### config.mk
export PLATFORM = sky130hd
export DESIGN_NAME = mutex_arbiter_flat
export DESIGN_NICKNAME = d
export VERILOG_FILES = /design/src/rtl/mutex_arbiter_pkg.sv /design/src/rtl/mutex_arbiter_if.sv /design/src/rtl/mutex_arbiter_rr_pick.sv /design/src/rtl/mutex_arbiter.sv /design/src/flat_wrapper.sv
export SDC_FILE = /design/constraint.sdc
export NUM_CORES = 1
export LEC_CHECK = 0
export BUFFER_PORTS_ARGS = -buffer_cell sky130_fd_sc_hd__buf_2
export CORE_AREA = 2 2 39 41
export DETAILED_ROUTE_END_ITERATION = 7
export DIE_AREA = 0 0 41 43
export PLACE_DENSITY = 0.51
export SLEW_MARGIN = 20
export SYNTH_ARGS = -nofsm -noshare
export SYNTH_HDL_FRONTEND = slang
export SYNTH_HIERARCHICAL = 1
export SYNTH_SLANG_ARGS = --single-unit
### constraint.sdc
create_clock -name clock -period 2.6 [get_ports clock]
set_clock_uncertainty 0.1 [all_clocks]
set_input_delay 0.78 -clock clock [delete_from_list [all_inputs] [get_ports clock]]
set_output_delay 0.78 -clock clock [all_outputs]
set_load 0.1 [all_outputs]
### src/rtl/mutex_arbiter_pkg.sv
// ============================================================================
// mutex_pkg : shared FSM state type and index-width helper for mutex_arbiter
// Rev 1.0
// ============================================================================
`default_nettype none
`timescale 1ns/1ps

package mutex_pkg;

  typedef enum logic [1:0] {
    FREE = 2'd0,
    HELD = 2'd1,
    GAP  = 2'd2
  } state_t;

  function automatic int idx_w(input int n);
    return (n > 1) ? $clog2(n) : 1;
  endfunction

endpackage

`default_nettype wire

### src/rtl/mutex_arbiter_if.sv
// ============================================================================
// mutex_arbiter_if : request/release/grant bundle between processes and lock
// Rev 1.0
// ============================================================================
`default_nettype none
`timescale 1ns/1ps

interface mutex_arbiter_if
  import mutex_pkg::*;
#(
  parameter int N = 2,
  localparam int IDW = idx_w(N)
);

  // "release" is a reserved word, so the release pulses travel as rel
  logic [N-1:0]   req;
  logic [N-1:0]   rel;
  logic [N-1:0]   grant;
  logic           busy;
  logic [IDW-1:0] owner;
  logic [IDW-1:0] turn;
  logic           timeout_err;

  modport master (
    output req, rel,
    input  grant, busy, owner, turn, timeout_err
  );

  modport slave (
    input  req, rel,
    output grant, busy, owner, turn, timeout_err
  );

endinterface

`default_nettype wire

### src/rtl/mutex_arbiter_rr_pick.sv
// ============================================================================
// rr_pick : combinational round-robin picker, first requester at or after turn
// Rev 1.0
// ============================================================================
`default_nettype none
`timescale 1ns/1ps

module rr_pick
  import mutex_pkg::*;
#(
  parameter int N = 2,
  localparam int IDW = idx_w(N)
) (
  input  logic [N-1:0]   req,
  input  logic [IDW-1:0] turn,
  output logic           valid,
  output logic [IDW-1:0] idx
);

  // Scan from farthest to nearest so the nearest requester is written last.
  always_comb begin
    valid = 1'b0;
    idx   = '0;
    for (int k = N - 1; k >= 0; k--) begin
      if (req[(int'(turn) + k) % N]) begin
        valid = 1'b1;
        idx   = IDW'((int'(turn) + k) % N);
      end
    end
  end

endmodule

`default_nettype wire

### src/rtl/mutex_arbiter.sv
// ============================================================================
// mutex_arbiter : registered round-robin mutual-exclusion lock with timeout
// Rev 1.0
// ============================================================================
`default_nettype none
`timescale 1ns/1ps

module mutex_arbiter
  import mutex_pkg::*;
#(
  parameter int N       = 2,
  parameter int TIMEOUT = 0,
  localparam int IDW    = idx_w(N)
) (
  input  logic            clock,
  input  logic            reset,
  mutex_arbiter_if.slave  bus
);

  localparam logic [N-1:0] ONE_LSB = {{(N-1){1'b0}}, 1'b1};

  state_t         state_q, state_d;
  logic [N-1:0]   grant_q, grant_d;
  logic           busy_q, busy_d;
  logic [IDW-1:0] owner_q, owner_d;
  logic [IDW-1:0] turn_q, turn_d;
  logic           terr_q, terr_d;

  logic           pick_valid;
  logic [IDW-1:0] pick_idx;
  logic           owner_done;
  logic           hold_expired;

  rr_pick #(.N(N)) u_rr_pick (
    .req   (bus.req),
    .turn  (turn_q),
    .valid (pick_valid),
    .idx   (pick_idx)
  );

  // Dropping the request counts the same as an explicit release.
  assign owner_done = bus.rel[owner_q] | ~bus.req[owner_q];

  generate
    if (TIMEOUT > 0) begin : g_hold_cnt
      localparam int CW = $clog2(TIMEOUT + 1);
      logic [CW-1:0] cnt_q, cnt_d;

      always_comb begin
        cnt_d = cnt_q;
        if (state_q == FREE)
          cnt_d = '0;
        else if (state_q == HELD && cnt_q != CW'(TIMEOUT))
          cnt_d = cnt_q + 1'b1;
      end

      always_ff @(posedge clock) begin
        if (reset) cnt_q <= '0;
        else       cnt_q <= cnt_d;
      end

      assign hold_expired = (state_q == HELD) && (cnt_q == CW'(TIMEOUT - 1));
    end else begin : g_no_hold_cnt
      assign hold_expired = 1'b0;
    end
  endgenerate

  always_comb begin
    state_d = state_q;
    grant_d = grant_q;
    busy_d  = busy_q;
    owner_d = owner_q;
    turn_d  = turn_q;
    terr_d  = 1'b0;
    case (state_q)
      FREE: begin
        if (pick_valid) begin
          grant_d = ONE_LSB << pick_idx;
          busy_d  = 1'b1;
          owner_d = pick_idx;
          state_d = HELD;
        end
      end
      HELD: begin
        if (owner_done || hold_expired) begin
          grant_d = '0;
          busy_d  = 1'b0;
          owner_d = '0;
          turn_d  = (owner_q == IDW'(N - 1)) ? '0 : owner_q + 1'b1;
          terr_d  = ~owner_done;
          state_d = GAP;
        end
      end
      GAP:     state_d = FREE;
      default: state_d = FREE;
    endcase
  end

  always_ff @(posedge clock) begin
    if (reset) begin
      state_q <= FREE;
      grant_q <= '0;
      busy_q  <= 1'b0;
      owner_q <= '0;
      turn_q  <= '0;
      terr_q  <= 1'b0;
    end else begin
      state_q <= state_d;
      grant_q <= grant_d;
      busy_q  <= busy_d;
      owner_q <= owner_d;
      turn_q  <= turn_d;
      terr_q  <= terr_d;
    end
  end

  assign bus.grant       = grant_q;
  assign bus.busy        = busy_q;
  assign bus.owner       = owner_q;
  assign bus.turn        = turn_q;
  assign bus.timeout_err = terr_q;

`ifndef SYNTHESIS
  a_mutex : assert property (@(posedge clock) disable iff (reset) $onehot0(grant_q));

  // Grants handed to others while each requester keeps waiting.
  logic [3:0] wait_cnt_q [N];

  always_ff @(posedge clock) begin
    for (int i = 0; i < N; i++) begin
      if (reset || !bus.req[i]) begin
        wait_cnt_q[i] <= '0;
      end else if (state_q == FREE && pick_valid) begin
        if (pick_idx == IDW'(i)) begin
          wait_cnt_q[i] <= '0;
        end else begin
          a_bounded_wait : assert (wait_cnt_q[i] < 4'(N - 1));
          wait_cnt_q[i] <= wait_cnt_q[i] + 1'b1;
        end
      end
    end
  end
`endif

endmodule

`default_nettype wire

### src/flat_wrapper.sv
// flat-port wrapper written by rule: the top's interface ports become plain ports
module mutex_arbiter_flat import mutex_pkg::*;
#(
  parameter int N       = 2,
  parameter int TIMEOUT = 0,
  localparam int IDW    = idx_w(N)
)
  (clock, reset, bus_req, bus_rel, bus_grant, bus_busy, bus_owner, bus_turn, bus_timeout_err);
  mutex_arbiter_if #(.N(N)) bus_i ();
  input  logic clock;
  input  logic reset;
  input wire logic [$bits(bus_i.req)-1:0] bus_req;
  input wire logic [$bits(bus_i.rel)-1:0] bus_rel;
  output wire logic [$bits(bus_i.grant)-1:0] bus_grant;
  output wire logic [$bits(bus_i.busy)-1:0] bus_busy;
  output wire logic [$bits(bus_i.owner)-1:0] bus_owner;
  output wire logic [$bits(bus_i.turn)-1:0] bus_turn;
  output wire logic [$bits(bus_i.timeout_err)-1:0] bus_timeout_err;
  assign bus_i.req = bus_req;
  assign bus_i.rel = bus_rel;
  assign bus_grant = bus_i.grant;
  assign bus_busy = bus_i.busy;
  assign bus_owner = bus_i.owner;
  assign bus_turn = bus_i.turn;
  assign bus_timeout_err = bus_i.timeout_err;
  mutex_arbiter #(.N(N), .TIMEOUT(TIMEOUT)) u_core (.clock(clock), .reset(reset), .bus(bus_i));
endmodule
==> impl_metrics.tcl, run 1 <==
set metrics [dict create \
    start_kind "register" \
    synth_xor_area_share_pct 0 \
    hold_slack_ps 412 \
    synth_top_family_by_area "simple AND/OR/NAND/NOR gates" \
    status "complete, no violations" \
    wl_um 668 \
    drtIter0Drc 6 \
    die_x_um 41 \
    cp_slowest_cell "buf_2" \
    cts_hold_buf 0 \
    min-delay-start "u_core/bus.turn" \
    synthSimpleGateAreaFrac_pct 24.4 \
    timing.rr.start "u_core/state_q[0]" \
    root_buffer "clkbuf_4" \
    cts_tree "done" \
    synth-compound-area-share_pct 20.9 \
    grt_max_degree 7 \
    hold_path_end "u_core/bus.turn" \
    grt_pass1_wl_um 1200 \
    track_usage_pct 10.9 \
    path_clk_slew_ps 60 \
    cts-resized-gates 0 \
    hold_class "reg2reg" \
    drive_gt1_share_pct 32.7 \
    cellPowerDensity_mw_per_mm2 824 \
    arrival_ps 1090 \
    grt_overflow_total 0 \
    crit_buf_inv 1 \
    ff2ff_setup_slack_ps 1270 \
    first_global_vias 288 \
    avgSynthCellArea_um2 9.22 \
    min_period_ps 1970 \
    ys_seq_elements 7 \
    path_cells "buf_2" \
    n_antenna_cell 0 \
    ant_nets 0 \
    total_power_w 0.000343 \
    yosysSeqAreaShare_pct 43.4 \
    ys_top_cells_by_area "dfxtp_1 43%, inv_1 4.7%, nor3b_1 4.7%" \
    dp_cells 61 \
    floorplan.initialDensity_pct 23.3 \
    synthAdderAreaFrac_pct 0 \
    syn_area_um2 323 \
    fin_crit_sh_pct 75.8 \
    antenna_found_initial 0 \
    rsz0062_at_grt "false" \
    std_cell_rows 14 \
    clock_path_buffers 2 \
    insertion_delay_ps 260 \
    htree_levels 1 \
    finalMaxSlewViolations 0 \
    drv_cap 0 \
    crit_required_ps 1720 \
    synthesis.nets 41 \
    critPathKind "reg2out" \
    hold_violations 0 \
    synth_cells 35 \
    path_max_fanout 5 \
    via_per_inst 4.54 \
    io_pins 12 \
    synth_warnings 6 \
    drc_errors 0 \
    cts_buffers 3 \
    tns_ps 0 \
    r2r_end "u_core/bus.grant[0]" \
    synth_top_area_share_pct 43.4 \
    fmax_ghz 0.508 \
    muxShareOfSynthArea_pct 3.10 \
    vias 295 \
    cts.sinks 7 \
    fp.dieH_um 43 \
    synth_top_area_cell "dfxtp_1" \
    fillers 161 \
    cts_setup_buffers 0 \
    fin_util_pct 30.1 \
    layout.nets 56 \
    synthDistinctLibCells 23 \
    portBuffers 11 \
    first_pass_iters 4 \
    r2r_cells 3 \
    ir_drop_uv 291 \
    syn2layout_area_growth_pct 29.1 \
    end_kind "primary output" \
    setup_violations 0 \
    cpPeakStageDelay_ps 450 \
    crit_family "buffers and inverters" \
    power.leakage_nw 0.184 \
    die_area_mm2 0.00176 \
    min_delay_path_depth 2 \
    instances_no_fill 65 \
    wl_per_cell_um 10.3 \
    place_congestion 0.708 \
    core_area_mm2 0.00138 \
]
==> cell type report <==
type,count,area [um^2],area share [%]
clock buffer,4,26.3,6.31
inverter,4,15.0,3.60
multi-input combinational,23,160,38.4
sequential,7,140,33.6
tap,16,20.0,4.80
timing repair buffer,11,55.1,13.2
==> stage by stage <==
step | area [um^2] | setup slack, ps
2_1_floorplan | 323 | 312
3_3_place_gp | 390 | 646
3_5_place_dp | 390 | 647
4_1_cts | 417 | 608
5_1_grt | 417 | 575
6_report | 417 | 630
==> report_power, final <==
part | internal (W) | switching, W
sequential | 0.000119 | 0.00000794
clock | 0.0000588 | 0.0000427
combinational | 0.0000248 | 0.0000903
total | 0.000202 | 0.000141
==> state kept, by name (all words and copies together), names as in the netlist <==
signal	cells
u_core/bus.timeout_err	1
u_core/bus.grant	2
u_core/state_q	2
u_core/bus.busy	1
u_core/bus.turn	1
==> cell families (layout without fill, tap and decap cells) <==
| logic type | count (synthesis) | after routing |
|---|---|---|
| other | 1 | 1 |
| multiplexers | 1 | 1 |
| AND/OR/NAND/NOR | 12 | 12 |
| buffers and inverters | 5 | 19 |
| AO/OA/AOI/OAI | 9 | 9 |
| flip-flops | 7 | 7 |
==> placed cells by master (no fill, tap or decap), types with 2 or more instances in the layout <==
cell type	instances
inv_1	4
nand3_1	2
dfxtp_1	7
nor3b_1	2
nor2b_1	2
clkbuf_4	3
buf_2	11
==> cell usage after synthesis (all sizes together) <==
master  instances
dfxtp           7
inv             4
nand3           2
nor2b           2
nor3b           2
o211ai          2
a21boi          1
a21oi           1
a31oi           1
buf             1
conb            1
mux2i           1
nand2           1
nand4           1
o21ai           1
o22ai           1
o311ai          1
o41ai           1
or2             1
or2b            1
or3             1
or3b            1
==> worst max path at each step <==
stage	start	end	depth (start not counted)
after detailed placement	bus_req[0]	u_core/bus.grant[0]	5
after global routing	u_core/bus.grant[1]	bus_owner	1
final	u_core/bus.grant[1]	bus_owner	1
after global placement	bus_req[0]	u_core/bus.grant[0]	5
after CTS	u_core/bus.grant[1]	bus_grant[1]	1
after floorplan	u_core/bus.grant[1]	bus_grant[1]	1
==> layer usage <==
metal	up-vias	GRT usage, %	wire length, um	share of wire, %
li1	152	-	-	-
met1	130	10.7	269	40
met2	11	15.9	322	48
met3	2	9.42	66	9.9
met4	0	4.00	10	1.5
met5	-	0	0	0
Note: power is estimated with default switching activity, not from simulation.
==> inputs of run 2 (changes only) <==
- ABC_AREA: not set -> 1
- PLACE_DENSITY: 0.51 -> 0.5
- clock period: 2.6 -> 2 ns (I/O delays scaled with it)
==> impl_metrics.tcl, run 2 <==
set metrics [dict create \
    status "complete, no violations" \
    cts_hold_buf 0 \
    cts_tree "done" \
    std_cell_rows 14 \
    rsz0062_at_grt "false" \
    core_area_mm2 0.00138 \
    p_sw_w 0.000185 \
    fp.dieH_um 43 \
    cts_buffers 3 \
    wl_um 595 \
    cts.sinks 7 \
    min_delay_path_depth 2 \
    portBuffers 11 \
    ff2ff_setup_slack_ps 950 \
    hold_path_end "u_core/bus.busy" \
    die_x_um 41 \
    grt_overflow_total 0 \
    drive_gt1_share_pct 35.7 \
    ant_nets 0 \
    tns_ps 0 \
    path_clk_slew_ps 50 \
    swShare_pct 41.6 \
    via_per_inst 3.97 \
    r2r_cells 4 \
    drtIter0Drc 2 \
    fmax_ghz 0.573 \
    power.leakage_nw 0.206 \
    synthesis.nets 48 \
    path_cells "buf_2" \
    cp_slowest_cell "buf_2" \
    final_area_um2 405 \
    grt_max_degree 7 \
    synthArstFlopShare_pct 0 \
    io_pins 12 \
    drv_cap 0 \
    cpPeakStageDelay_ps 440 \
    syn2layout_area_growth_pct 30.6 \
    min_period_ps 1750 \
    ys_top_cells_by_area "dfxtp_1 45%, nand2_1 9.7%, inv_1 8.5%" \
    mostFrequentLayoutCell "buf_2" \
    ir_drop_uv 284 \
    root_buffer "clkbuf_4" \
    vias 286 \
    mostFrequentLayoutCells "11 x buf_2, 8 x nand2_1, 7 x inv_1" \
    ys_seq_elements 7 \
    crit_family "buffers and inverters" \
    fillers 159 \
    crit_required_ps 1300 \
    cts-resized-gates 0 \
    grt_pass1_wl_um 952 \
    synthDistinctLibCells 15 \
    critPathKind "reg2out" \
    clkPwrFrac_pct 28.0 \
    wl_per_cell_um 8.26 \
    worst_slack_ps 255 \
    end_kind "primary output" \
    first_pass_iters 2 \
    floorplan.initialDensity_pct 22.4 \
    synth_cells 42 \
    fin_crit_sh_pct 87.3 \
    yosysMostFrequentCell "nand2_1" \
    crit_buf_inv 1 \
    die_area_mm2 0.00176 \
    total_power_w 0.000444 \
    fin_util_pct 29.3 \
    insertion_delay_ps 240 \
    comb_power_share_pct 35.0 \
    synth_warnings 6 \
    first_global_vias 262 \
    place_ws_ps 512 \
    regArea_um2 141 \
    clock_path_buffers 2 \
    placed_area_um2 379 \
    layout.nets 63 \
    setup_violations 0 \
    pwr-share-seq_pct 36.9 \
    track_usage_pct 8.27 \
    min-delay-start "u_core/bus.busy" \
    drc_errors 0 \
    arrival_ps 1050 \
    synth-main-ff-cell "dfxtp_1" \
    htree_levels 1 \
    antenna_found_initial 0 \
    yosysSeqAreaShare_pct 45.2 \
    place_congestion 0.621 \
    avgSynthCellArea_um2 7.39 \
    hold_violations 0 \
    r2r_end "u_core/bus.grant[0]" \
    finalMaxSlewViolations 0 \
    synth_common_cells "8 x nand2_1, 7 x dfxtp_1, 7 x inv_1" \
    synth_top_area_share_pct 45.2 \
    path_max_fanout 6 \
    n_antenna_cell 0 \
    p_int_w 0.000260 \
    hold_class "reg2reg" \
    synth-edff-count 0 \
    timing.rr.start "u_core/state_q[0]" \
    start_kind "register" \
    synth_top_area_cell "dfxtp_1" \
    cellPowerDensity_mw_per_mm2 1100 \
    cts_setup_buffers 0 \
    multi_input_area_um2 136 \
    syn_area_um2 310 \
]
## run 2: cell types whose count changed after synthesis, sizes merged, moves of 2 or more
cell / delta
a21oi: +4
inv: +3
nand2: +8
nor2: +6
nor2b: -2
nor3b: -2
o211ai: -2
## run 2: cell families (layout without fill, tap and decap cells)
kind of cell,count (synthesis),after routing,synth area share (%)
other,1,1,1.21
DFF,7,7,45.2
AOI/OAI and AO/OA,7,7,13.3
buffers and inverters,8,22,10.9
and+or+nand+nor,19,19,29.4
## run 2: routing by layer
| metal | share of wire (%) | track usage, % |
|---|---|---|
| met2 | 47 | 11.9 |
| met5 | 0 | 0 |
| met1 | 46 | 9.45 |
| met4 | 0 | 8.00 |
| met3 | 7.4 | 1.57 |
## run 2: worst max-delay path by stage
| stage | startpoint | endpoint | slack (ps) | depth (start not counted) |
|---|---|---|---|---|
| floorplan | u_core/bus.grant[1] | bus_grant[1] | 240 | 1 |
| global placement | u_core/bus.grant[1] | bus_owner | 520 | 1 |
| detailed placement | u_core/bus.grant[1] | bus_owner | 510 | 1 |
| CTS | u_core/bus.grant[1] | bus_owner | 240 | 1 |
| global route | u_core/bus.grant[1] | bus_grant[1] | 190 | 1 |
| finish | u_core/bus.grant[1] | bus_owner | 250 | 1 |
## run 2: per-stage QoR
step	hold WS [ps]	cells
after floorplan	430	42
after global placement	351	68
after detailed placement	364	68
after CTS	378	72
after global routing	384	72
final	369	72
## run 2: worst min-delay path, stage by stage (launching register included)
cell,delay [ps]
dfxtp_1,310
nand2_1,60
a21oi_1,50
## run 2: power by group through the flow
stage	Combinational [W]	Clock (W)	Sequential [W]
after floorplan	0.0000587	0	0.000242
after global placement	0.000157	0	0.000167
after detailed placement	0.000157	0	0.000167
after CTS	0.000157	0.000131	0.000164
after global routing	0.000165	0.000142	0.000166
final	0.000156	0.000125	0.000164
## run 2: layout make-up
type | instances | share of cell area, %
clock buffers | 4 | 6.48
inverters | 7 | 6.48
multi-input cells | 27 | 33.6
flip-flops and latches | 7 | 34.9
well taps | 16 | 4.94
repair buffers | 11 | 13.6
==> inputs of run 3 (changes only) <==
- PLACE_DENSITY: 0.5 -> 0.42
==> impl_metrics.tcl, run 3 (same netlist as run 2, synthesis figures left out) <==
set metrics [dict create \
    worst_slack_ps 264 \
    path_depth 1 \
    r2r_cells 4 \
    cts_setup_buffers 0 \
    layout.nets 63 \
    arrival_ps 1040 \
    start_kind "register" \
    ff2ff_setup_slack_ps 950 \
    cts_buffers 3 \
    cellPowerDensity_mw_per_mm2 1100 \
    critPathKind "reg2out" \
    status "complete, no violations" \
    dp_cells 68 \
    drive_gt1_share_pct 35.7 \
    syn2layout_area_growth_pct 30.6 \
    grt_max_degree 7 \
    hold_violations 0 \
    crit_start "u_core/bus.grant[1]" \
    grt_overflow_total 0 \
    first_global_vias 258 \
    end_kind "primary output" \
    first_pass_iters 4 \
    place_ws_ps 504 \
    timing.rr.start "u_core/state_q[0]" \
    grt_pass1_wl_um 972 \
    path_cells "buf_2" \
    die_x_um 41 \
    mostFrequentLayoutCells "11 x buf_2, 8 x nand2_1, 7 x inv_1" \
    crit_required_ps 1300 \
    drv_cap 0 \
    fp.dieH_um 43 \
    root_buffer "clkbuf_4" \
    grt_util_met3_pct 3.66 \
    ir_drop_uv 338 \
    via_per_inst 3.88 \
    instances_no_fill 72 \
    grt_use_met2_pct 10.9 \
    core_area_mm2 0.00138 \
    ant_nets 0 \
    tns_ps 0 \
    setup_violations 0 \
    power.leakage_nw 0.206 \
    path_max_fanout 6 \
    finalMaxSlewViolations 0 \
    min_period_ps 1740 \
    fmax_ghz 0.576 \
    hold_class "reg2reg" \
    path_clk_slew_ps 50 \
    r2r_end "u_core/bus.grant[0]" \
    busiest_layer "met2" \
    wl_um 626 \
    crit_end "bus_owner" \
    n_antenna_cell 0 \
    cp_slowest_cell "buf_2" \
    wl_per_cell_um 8.69 \
    clock_path_buffers 2 \
    floorplan.initialDensity_pct 22.4 \
    std_cell_rows 14 \
    insertion_delay_ps 250 \
    cpPeakStageDelay_ps 430 \
    htree_levels 1 \
    fin_crit_sh_pct 86.8 \
    drtIter0Drc 3 \
    portBuffers 11 \
    track_usage_pct 8.87 \
    crit_family "buffers and inverters" \
    cts_tree "done" \
    cts_hold_buf 0 \
    rsz0062_at_grt "false" \
    use_met1_pct 10.1 \
    post-dp-hpwl_um 477 \
    cts-resized-gates 0 \
    io_pins 12 \
    crit_buf_inv 1 \
    antenna_found_initial 0 \
    cts.sinks 7 \
    die_area_mm2 0.00176 \
    drc_errors 0 \
    place_congestion 0.636 \
    mostFrequentLayoutCell "buf_2" \
    vias 279 \
]
-- run 3: cell counts in the layout (fill, tap and decap cells not counted) --
No cell type changed its count.
-- run 3: final cells by class --
| type | instances | area, um^2 |
|---|---|---|
| flip-flops and latches | 7 | 141 |
| fillers | 150 | 978 |
| clock buffers | 4 | 26.3 |
| well taps | 16 | 20.0 |
| multi-input cells | 27 | 136 |
| repair buffers | 11 | 55.1 |
| inverters | 7 | 26.3 |
-- run 3: per-layer routing --
layer,share of wire [%],vias to the layer above
met5,0,-
met4,1.6,0
met3,9.7,2
met2,37,8
met1,51,116
li1,-,153
-- run 3: power breakdown --
| group | leakage, nW | switching (W) | internal [W] |
|---|---|---|---|
| Clock | 0.0150 | 0.0000497 | 0.0000760 |
| Sequential | 0.0585 | 0.00000898 | 0.000154 |
| Combinational | 0.132 | 0.000127 | 0.0000295 |
-- run 3: how the worst min path moves through the flow --
stage | cells past startpoint | to | from | slack, ps
after floorplan | 3 | u_core/state_q[0] | u_core/state_q[1] | 430
after global placement | 2 | u_core/bus.busy | u_core/bus.busy | 360
after detailed placement | 2 | u_core/bus.busy | u_core/bus.busy | 360
after CTS | 2 | u_core/bus.busy | u_core/bus.busy | 370
after global routing | 2 | u_core/bus.grant[1] | u_core/bus.grant[1] | 420
final | 2 | u_core/bus.busy | u_core/bus.busy | 370
-- run 3: worst min-delay path, cell delays in order (launching register included) --
cell	delay, ps
dfxtp_1	310
nand2_1	60
a21oi_1	60
-- run 3: through the flow --
step / power, W / cell area [um^2] / util (%) / hold WS (ps)
final: 0.000446 / 405 / 29.3 / 372
after global routing: 0.000474 / 405 / 29.3 / 416
after CTS: 0.000454 / 405 / 29.3 / 371
after detailed placement: 0.000324 / 379 / 27.4 / 356
after global placement: 0.000324 / 379 / 27.4 / 358
after floorplan: 0.000300 / 312 / - / 430
